**config.mk**
```make
export PLATFORM = sky130hd
export DESIGN_NAME = mem_access_sequencer_flat
export DESIGN_NICKNAME = d
export VERILOG_FILES = /design/src/rtl/mem_access_sequencer_if.sv /design/src/rtl/mem_access_sequencer.sv /design/src/flat_wrapper.sv
export SDC_FILE = /design/constraint.sdc
export NUM_CORES = 1
export LEC_CHECK = 0
export BUFFER_PORTS_ARGS = -buffer_cell sky130_fd_sc_hd__buf_2
export CORE_MARGIN = 5
export CORE_UTILIZATION = 43
export DETAILED_ROUTE_END_ITERATION = 12
export PLACE_DENSITY = 0.68
export SYNTH_ARGS = -nofsm -noshare
export SYNTH_HDL_FRONTEND = slang
export SYNTH_SLANG_ARGS = --single-unit
```
**constraint.sdc**
```tcl
create_clock -name clk -period 4.05 [get_ports clk]
set_input_delay 0.2025 -clock clk [delete_from_list [all_inputs] [get_ports clk]]
set_output_delay 0.2025 -clock clk [all_outputs]
set_load 0.1 [all_outputs]
```
**src/rtl/mem_access_sequencer_if.sv**
```systemverilog
// Bundle of the core request/response port and the memory bus port of the load/store sequencer.
// A bus beat completes on the rising clock edge where mem_valid & mem_ready; mem_* request signals hold until then.
interface mem_access_sequencer_if #(
  parameter int XLEN = 32
);
  localparam int NB = XLEN / 8;

  logic            req_valid;
  logic            req_ready;
  logic            req_we;
  logic [XLEN-1:0] req_addr;
  logic [1:0]      req_size;
  logic            req_signed;
  logic [XLEN-1:0] req_wdata;

  logic            rsp_valid;
  logic [XLEN-1:0] rsp_rdata;
  logic            rsp_fault;
  logic            rsp_misaligned;
  logic [XLEN-1:0] rsp_badaddr;

  logic            mem_valid;
  logic            mem_ready;
  logic            mem_fault;
  logic [XLEN-1:0] mem_addr;
  logic [NB-1:0]   mem_wstrb;
  logic [XLEN-1:0] mem_wdata;
  logic [XLEN-1:0] mem_rdata;

  modport master (
    input  req_valid, req_we, req_addr, req_size, req_signed, req_wdata,
    input  mem_ready, mem_fault, mem_rdata,
    output req_ready,
    output rsp_valid, rsp_rdata, rsp_fault, rsp_misaligned, rsp_badaddr,
    output mem_valid, mem_addr, mem_wstrb, mem_wdata
  );

  modport slave (
    output req_valid, req_we, req_addr, req_size, req_signed, req_wdata,
    output mem_ready, mem_fault, mem_rdata,
    input  req_ready,
    input  rsp_valid, rsp_rdata, rsp_fault, rsp_misaligned, rsp_badaddr,
    input  mem_valid, mem_addr, mem_wstrb, mem_wdata
  );
endinterface

```
**src/rtl/mem_access_sequencer.sv**
```systemverilog
// Load/store bus sequencer: one request at a time, word-crossing accesses split into two aligned beats,
// with misalignment, bus fault and per-beat timeout reporting.
module mem_access_sequencer #(
  parameter int XLEN               = 32,
  parameter bit SUPPORT_MISALIGNED = 1'b1,
  parameter int TIMEOUT_CYCLES     = 255
) (
  input  logic                  clk,
  input  logic                  resetn,
  mem_access_sequencer_if.master bus,
  output logic [1:0]            state_dbg
);
  localparam int NB     = XLEN / 8;
  localparam int NB2    = 2 * NB;
  localparam int LOG_NB = $clog2(NB);
  localparam logic [31:0] TO_LAST = (TIMEOUT_CYCLES == 0) ? 32'd0 : 32'(TIMEOUT_CYCLES - 1);

  typedef enum logic [1:0] {IDLE = 2'd0, BEAT0 = 2'd1, BEAT1 = 2'd2, RESP = 2'd3} state_t;
  state_t state, state_nx;

  logic [LOG_NB-1:0] req_off, a_off;
  logic [4:0]        req_len;
  logic              req_cross, req_mis, reject;
  logic [NB2-1:0]    strb_full;
  logic [2*XLEN-1:0] wd_full, rd_full;

  logic [XLEN-1:0]   a_addr, rdata0, b1_wdata;
  logic [1:0]        a_size;
  logic              a_cross, a_we, a_signed;
  logic [NB-1:0]     b1_wstrb;
  logic [31:0]       tcnt;

  logic              mem_valid_q;
  logic [XLEN-1:0]   mem_addr_q, mem_wdata_q;
  logic [NB-1:0]     mem_wstrb_q;
  logic [XLEN-1:0]   rsp_rdata_q, rsp_badaddr_q;
  logic              rsp_fault_q, rsp_mis_q;

  logic              beat_done, timeout, sbit;
  logic [XLEN-1:0]   shifted, keep, load_data;

  // Alignment terms of the incoming request
  assign req_off   = bus.req_addr[LOG_NB-1:0];
  assign req_len   = 5'd1 << bus.req_size;
  assign req_cross = (5'(req_off) + req_len) > 5'(NB);
  assign req_mis   = (5'(req_off) & (req_len - 5'd1)) != 5'd0;
  assign reject    = !SUPPORT_MISALIGNED && req_mis;

  // Low half of each double-width vector belongs to beat0, high half to beat1
  assign strb_full = NB2'((17'd1 << req_len) - 17'd1) << req_off;
  assign wd_full   = {{XLEN{1'b0}}, bus.req_wdata} << {req_off, 3'b000};

  assign beat_done = mem_valid_q && bus.mem_ready;
  assign timeout   = (TIMEOUT_CYCLES != 0) && mem_valid_q && !bus.mem_ready && (tcnt == TO_LAST);

  assign rd_full = (state == BEAT1) ? {bus.mem_rdata, rdata0} : {{XLEN{1'b0}}, bus.mem_rdata};

  always_comb begin
    shifted = XLEN'(rd_full >> {a_off, 3'b000});
    keep    = '1;
    sbit    = shifted[XLEN-1];
    case (a_size)
      2'd0: begin keep = XLEN'(8'hFF);          sbit = shifted[7];  end
      2'd1: begin keep = XLEN'(16'hFFFF);       sbit = shifted[15]; end
      2'd2: begin keep = XLEN'(32'hFFFF_FFFF);  sbit = shifted[31]; end
      default: ;
    endcase
    load_data = (shifted & keep) | (~keep & {XLEN{a_signed & sbit}});
  end

  always_ff @(posedge clk or negedge resetn) begin
    if (!resetn) state <= IDLE;
    else         state <= state_nx;
  end

  always_comb begin
    state_nx = state;
    case (state)
      IDLE:  if (bus.req_valid) state_nx = reject ? RESP : BEAT0;
      BEAT0: begin
        if (beat_done)    state_nx = (a_cross && !bus.mem_fault) ? BEAT1 : RESP;
        else if (timeout) state_nx = RESP;
      end
      BEAT1: if (beat_done || timeout) state_nx = RESP;
      RESP:  state_nx = IDLE;
      default: state_nx = IDLE;
    endcase
  end

  always_ff @(posedge clk or negedge resetn) begin
    if (!resetn) begin
      a_addr        <= '0;
      a_off         <= '0;
      a_size        <= '0;
      a_cross       <= 1'b0;
      a_we          <= 1'b0;
      a_signed      <= 1'b0;
      rdata0        <= '0;
      b1_wstrb      <= '0;
      b1_wdata      <= '0;
      tcnt          <= '0;
      mem_valid_q   <= 1'b0;
      mem_addr_q    <= '0;
      mem_wstrb_q   <= '0;
      mem_wdata_q   <= '0;
      rsp_rdata_q   <= '0;
      rsp_badaddr_q <= '0;
      rsp_fault_q   <= 1'b0;
      rsp_mis_q     <= 1'b0;
    end else begin
      case (state)
        IDLE: if (bus.req_valid) begin
          a_addr        <= bus.req_addr;
          a_off         <= req_off;
          a_size        <= bus.req_size;
          a_cross       <= req_cross;
          a_we          <= bus.req_we;
          a_signed      <= bus.req_signed;
          tcnt          <= '0;
          rsp_rdata_q   <= '0;
          rsp_badaddr_q <= '0;
          rsp_fault_q   <= 1'b0;
          rsp_mis_q     <= 1'b0;
          if (reject) begin
            rsp_mis_q     <= 1'b1;
            rsp_badaddr_q <= bus.req_addr;
          end else begin
            mem_valid_q <= 1'b1;
            mem_addr_q  <= {bus.req_addr[XLEN-1:LOG_NB], {LOG_NB{1'b0}}};
            mem_wstrb_q <= bus.req_we ? strb_full[NB-1:0] : '0;
            mem_wdata_q <= bus.req_we ? wd_full[XLEN-1:0] : '0;
            b1_wstrb    <= bus.req_we ? strb_full[NB2-1:NB] : '0;
            b1_wdata    <= bus.req_we ? wd_full[2*XLEN-1:XLEN] : '0;
          end
        end
        BEAT0: begin
          if (beat_done) begin
            mem_valid_q <= 1'b0;
            tcnt        <= '0;
            if (bus.mem_fault) begin
              rsp_fault_q   <= 1'b1;
              rsp_badaddr_q <= a_addr;
            end else if (a_cross) begin
              rdata0      <= bus.mem_rdata;
              mem_addr_q  <= mem_addr_q + XLEN'(NB);
              mem_wstrb_q <= b1_wstrb;
              mem_wdata_q <= b1_wdata;
            end else if (!a_we) begin
              rsp_rdata_q <= load_data;
            end
          end else if (timeout) begin
            mem_valid_q   <= 1'b0;
            rsp_fault_q   <= 1'b1;
            rsp_badaddr_q <= a_addr;
          end else begin
            tcnt <= tcnt + 32'd1;
          end
        end
        BEAT1: begin
          // One idle bus cycle separates the beats; valid re-asserts here
          if (!mem_valid_q) begin
            mem_valid_q <= 1'b1;
          end else if (beat_done) begin
            mem_valid_q <= 1'b0;
            if (bus.mem_fault) begin
              rsp_fault_q   <= 1'b1;
              rsp_badaddr_q <= mem_addr_q;
            end else if (!a_we) begin
              rsp_rdata_q <= load_data;
            end
          end else if (timeout) begin
            mem_valid_q   <= 1'b0;
            rsp_fault_q   <= 1'b1;
            rsp_badaddr_q <= mem_addr_q;
          end else begin
            tcnt <= tcnt + 32'd1;
          end
        end
        default: ;
      endcase
    end
  end

  assign bus.req_ready      = (state == IDLE);
  assign bus.rsp_valid      = (state == RESP);
  assign bus.rsp_rdata      = rsp_rdata_q;
  assign bus.rsp_fault      = rsp_fault_q;
  assign bus.rsp_misaligned = rsp_mis_q;
  assign bus.rsp_badaddr    = rsp_badaddr_q;
  assign bus.mem_valid      = mem_valid_q;
  assign bus.mem_addr       = mem_addr_q;
  assign bus.mem_wstrb      = mem_wstrb_q;
  assign bus.mem_wdata      = mem_wdata_q;
  assign state_dbg          = state;
endmodule
```
**src/flat_wrapper.sv**
```systemverilog
// flat-port wrapper written by rule: the top's interface ports become plain ports
module mem_access_sequencer_flat 
#(
  parameter int XLEN               = 32,
  parameter bit SUPPORT_MISALIGNED = 1'b1,
  parameter int TIMEOUT_CYCLES     = 255
)
  (clk, resetn, state_dbg, bus_req_valid, bus_req_we, bus_req_addr, bus_req_size, bus_req_signed, bus_req_wdata, bus_mem_ready, bus_mem_fault, bus_mem_rdata, bus_req_ready, bus_rsp_valid, bus_rsp_rdata, bus_rsp_fault, bus_rsp_misaligned, bus_rsp_badaddr, bus_mem_valid, bus_mem_addr, bus_mem_wstrb, bus_mem_wdata);
  mem_access_sequencer_if #(.XLEN(XLEN)) bus_i ();
  input  logic clk;
  input  logic resetn;
  output logic [1:0] state_dbg;
  input wire logic [$bits(bus_i.req_valid)-1:0] bus_req_valid;
  input wire logic [$bits(bus_i.req_we)-1:0] bus_req_we;
  input wire logic [$bits(bus_i.req_addr)-1:0] bus_req_addr;
  input wire logic [$bits(bus_i.req_size)-1:0] bus_req_size;
  input wire logic [$bits(bus_i.req_signed)-1:0] bus_req_signed;
  input wire logic [$bits(bus_i.req_wdata)-1:0] bus_req_wdata;
  input wire logic [$bits(bus_i.mem_ready)-1:0] bus_mem_ready;
  input wire logic [$bits(bus_i.mem_fault)-1:0] bus_mem_fault;
  input wire logic [$bits(bus_i.mem_rdata)-1:0] bus_mem_rdata;
  output wire logic [$bits(bus_i.req_ready)-1:0] bus_req_ready;
  output wire logic [$bits(bus_i.rsp_valid)-1:0] bus_rsp_valid;
  output wire logic [$bits(bus_i.rsp_rdata)-1:0] bus_rsp_rdata;
  output wire logic [$bits(bus_i.rsp_fault)-1:0] bus_rsp_fault;
  output wire logic [$bits(bus_i.rsp_misaligned)-1:0] bus_rsp_misaligned;
  output wire logic [$bits(bus_i.rsp_badaddr)-1:0] bus_rsp_badaddr;
  output wire logic [$bits(bus_i.mem_valid)-1:0] bus_mem_valid;
  output wire logic [$bits(bus_i.mem_addr)-1:0] bus_mem_addr;
  output wire logic [$bits(bus_i.mem_wstrb)-1:0] bus_mem_wstrb;
  output wire logic [$bits(bus_i.mem_wdata)-1:0] bus_mem_wdata;
  assign bus_i.req_valid = bus_req_valid;
  assign bus_i.req_we = bus_req_we;
  assign bus_i.req_addr = bus_req_addr;
  assign bus_i.req_size = bus_req_size;
  assign bus_i.req_signed = bus_req_signed;
  assign bus_i.req_wdata = bus_req_wdata;
  assign bus_i.mem_ready = bus_mem_ready;
  assign bus_i.mem_fault = bus_mem_fault;
  assign bus_i.mem_rdata = bus_mem_rdata;
  assign bus_req_ready = bus_i.req_ready;
  assign bus_rsp_valid = bus_i.rsp_valid;
  assign bus_rsp_rdata = bus_i.rsp_rdata;
  assign bus_rsp_fault = bus_i.rsp_fault;
  assign bus_rsp_misaligned = bus_i.rsp_misaligned;
  assign bus_rsp_badaddr = bus_i.rsp_badaddr;
  assign bus_mem_valid = bus_i.mem_valid;
  assign bus_mem_addr = bus_i.mem_addr;
  assign bus_mem_wstrb = bus_i.mem_wstrb;
  assign bus_mem_wdata = bus_i.mem_wdata;
  mem_access_sequencer #(.XLEN(XLEN), .SUPPORT_MISALIGNED(SUPPORT_MISALIGNED), .TIMEOUT_CYCLES(TIMEOUT_CYCLES)) u_core (.clk(clk), .resetn(resetn), .bus(bus_i), .state_dbg(state_dbg));
endmodule
```
==> flow_metrics.tcl <==
set metrics [dict create \
    place_hpwl_um 27200 \
    drt_first_iter_violations 859 \
    critPathSlowestCell "nor2_1" \
    ys_types 68 \
    min_period_ps 3290 \
    finClkSkew_ps 19.8 \
    max_stage_delay_ps 930 \
    grt.overflow.total 0 \
    grt_util_all_layers_pct 22.3 \
    htree_num_levels 1 \
    fin_crit_sh_pct 81.1 \
    critical_path_buf_inv_count 1 \
    clkSinkCount 263 \
    place_congestion 0.890 \
    synthCells 1375 \
    cp_cell_sequence "inv_1 > ha_1 > nor2b_1 > nor3_1 > nand3_1 > nor2_1 > a221o_1" \
    cts_root_buf "clkbuf_16" \
    placed_area_mm2 0.0153 \
    fp.dieArea_mm2 0.0358 \
    hp-class "primary input to flip-flop" \
    drive_gt1_share_pct 26.7 \
    drcViolationCount 0 \
    slew_headroom_pct 28.4 \
    tightestPinTransition_ps 1070 \
    grt_pass1_wl_um 66000 \
    multiInputGateArea_mm2 0.00674 \
    ys_seq_area_share_pct 47.6 \
    crit_family "simple AND/OR/NAND/NOR gates" \
    antenna_left 0 \
    grt_pass1_vias 11817 \
    cts_resized 0 \
    final_common_cell "dfrtp_1" \
    worstPathArrival_ps 3770 \
    yosys_warnings 0 \
    fmax_mhz 304 \
    hold_viol 0 \
    maxCapViolCount 0 \
    syn_area_per_cell_um2 10.1 \
    ios 244 \
    via_count 12040 \
    post_cts_buffers 0 \
    fin_area_mm2 0.0172 \
    crit_path_max_fanout 16 \
    post_drt_via_cell_ratio 5.80 \
    cts_buffer_depth 3 \
    grt_setup_unrepaired "false" \
    async_reset_ff_share_pct 100 \
    synth_edf_count 0 \
    die_x_um 189 \
    start_kind "flip-flop" \
    fp.dieH_um 189 \
    final_nets 1764 \
    ff_latch_area_mm2 0.00658 \
    grt_start_max_net_pins 135 \
    n_fill_cell 2753 \
    path_clk_slew_ps 60 \
    tns_ps 0 \
    routedWlPerCell_um 19.8 \
    io_buffers 240 \
    report.final.slew_viol_count 0 \
    routed_wl_um 41100 \
    insertion_delay_ps 560 \
    fin_util_pct 54.4 \
    layout_common_cells "262 x dfrtp_1, 239 x buf_2, 205 x nand2_1" \
    cp.required_ps 4540 \
    cts_tree "done" \
    start_util_pct 43.7 \
    holdBufCountCts 83 \
    setup_violations 0 \
    synth_ff_type "dfrtp_1" \
    endpoint_kind "flip-flop" \
    ys_seq_elements 263 \
    core_region_area_mm2 0.0316 \
    path_class "flip-flop to flip-flop" \
    core.rowCount 65 \
    cts_buffers 30 \
    synthesis.area_mm2 0.0138 \
    antenna_found_initial 3 \
    outcome "finished, final reports clean" \
    syn_to_final_growth_pct 24.4 \
    first_pass_iters 5 \
]
layout make-up:
class,count,share of cell area [%]
Timing Repair Buffer,344,12.9
Antenna cell,2,0.0291
Clock inverter,11,0.916
Clock buffer,45,5.28
Inverter,22,0.480
Sequential cell,263,38.3
Multi-Input combinational cell,987,39.2
Tap cell,402,2.92
routing by layer:
metal	vias up	share of wire [%]	track usage, %	routed length (µm)
met3	65	7.2	3.93	2960
met4	2	2.2	5.18	884
li1	5579	-	-	-
met5	-	0.032	0	13
met1	5926	43	31.6	17900
met2	468	47	36.1	19400
stage by stage:
step | setup slack, ps | cells | hold slack [ps]
after floorplan | 394 | 1377 | -93.1
after global placement | 934 | 1935 | 413
after detailed placement | 784 | 1935 | 424
after CTS | 789 | 2074 | 5.45
after global routing | 466 | 2076 | 37.6
final | 765 | 2076 | 17.9
path summary, 6_finish.rpt:
path / start / end / slack, ps / cells past startpoint
hold / removal: bus_req_wdata[19] / u_core.b1_wdata[11]$_DFFE_PN0P_ / 20 / 3
max in group asynchronous: resetn / u_core.a_signed$_DFFE_PN0P_ / 2690 / 3
min in group asynchronous: resetn / u_core.rdata0[21]$_DFFE_PN0P_ / 360 / 2
hold reg to reg: u_core.bus.mem_wdata[25]$_DFFE_PN0P_ / u_core.bus.mem_wdata[25]$_DFFE_PN0P_ / 470 / 2
setup / recovery: u_core.state_dbg[0]$_DFFE_PN0P_ / u_core.bus.rsp_rdata[29]$_DFFE_PN0P_ / 760 / 7
setup reg to reg: u_core.state_dbg[0]$_DFFE_PN0P_ / u_core.bus.rsp_rdata[29]$_DFFE_PN0P_ / 760 / 7
tightest hold or removal path, delay by kind of cell:
family | cells | cell delay (ps)
AO/OA/AOI/OAI | 1 | 150
buffers and inverters | 1 | 90
multiplexers | 1 | 80
flip-flops by register name, indices dropped and copies added, names as in the netlist, 2 cells and up:
register	flops
u_core.a_addr	32
u_core.a_size	2
u_core.b1_wdata	24
u_core.b1_wstrb	4
u_core.bus.mem_addr	30
u_core.bus.mem_wdata	32
u_core.bus.mem_wstrb	4
u_core.bus.rsp_badaddr	32
u_core.bus.rsp_rdata	32
u_core.rdata0	32
u_core.state_dbg	2
u_core.tcnt	32
cell families (layout without fill, tap and decap cells):
kind of cell               count (synthesis)  after routing  share of synthesized area [%]
adders and majority gates                 11             11                           1.05
xor gates and xnor gates                  14             14                          0.887
DFF                                      263            263                           47.6
other                                      1              5                         0.0271
muxes                                    185            185                           15.2
and+or+nand+nor                          463            463                           15.5
AOI/OAI and AO/OA                        311            311                           15.8
buffers and inverters                    127            422                           3.98
synth_stat cells, types with 3 or more instances:
library cell,n,area (µm²)
a21oi_1,54,270
nor2_1,112,420
buf_6,5,56.3
dfrtp_1,263,6580
a211o_1,10,87.6
and3_1,13,81.3
nand2b_1,4,25.0
clkbuf_1,58,218
o31ai_1,13,97.6
or3_1,3,18.8
mux2i_1,70,701
nand2_1,206,773
a31oi_1,9,56.3
and4_1,3,26.3
xnor2_1,8,70.1
or4_1,14,105
mux4_2,9,203
a22oi_1,15,113
o21ai_0,65,325
nor3_1,14,70.1
xor2_1,6,52.6
buf_2,16,80.1
inv_1,22,82.6
nor2b_1,4,25.0
nor4_1,9,56.3
and2_1,9,56.3
mux2_2,106,1190
a221oi_1,17,149
nand4_1,21,131
nor4b_1,3,26.3
a22o_1,37,324
a21o_1,5,37.5
ha_1,10,125
nand3_1,35,175
buf_1,21,78.8
a221o_1,33,330
o22ai_1,32,200
buf_4,4,30.0
Power is not shown: default switching activity piles up to over one toggle a cycle in this logic, so the estimate is an artifact.
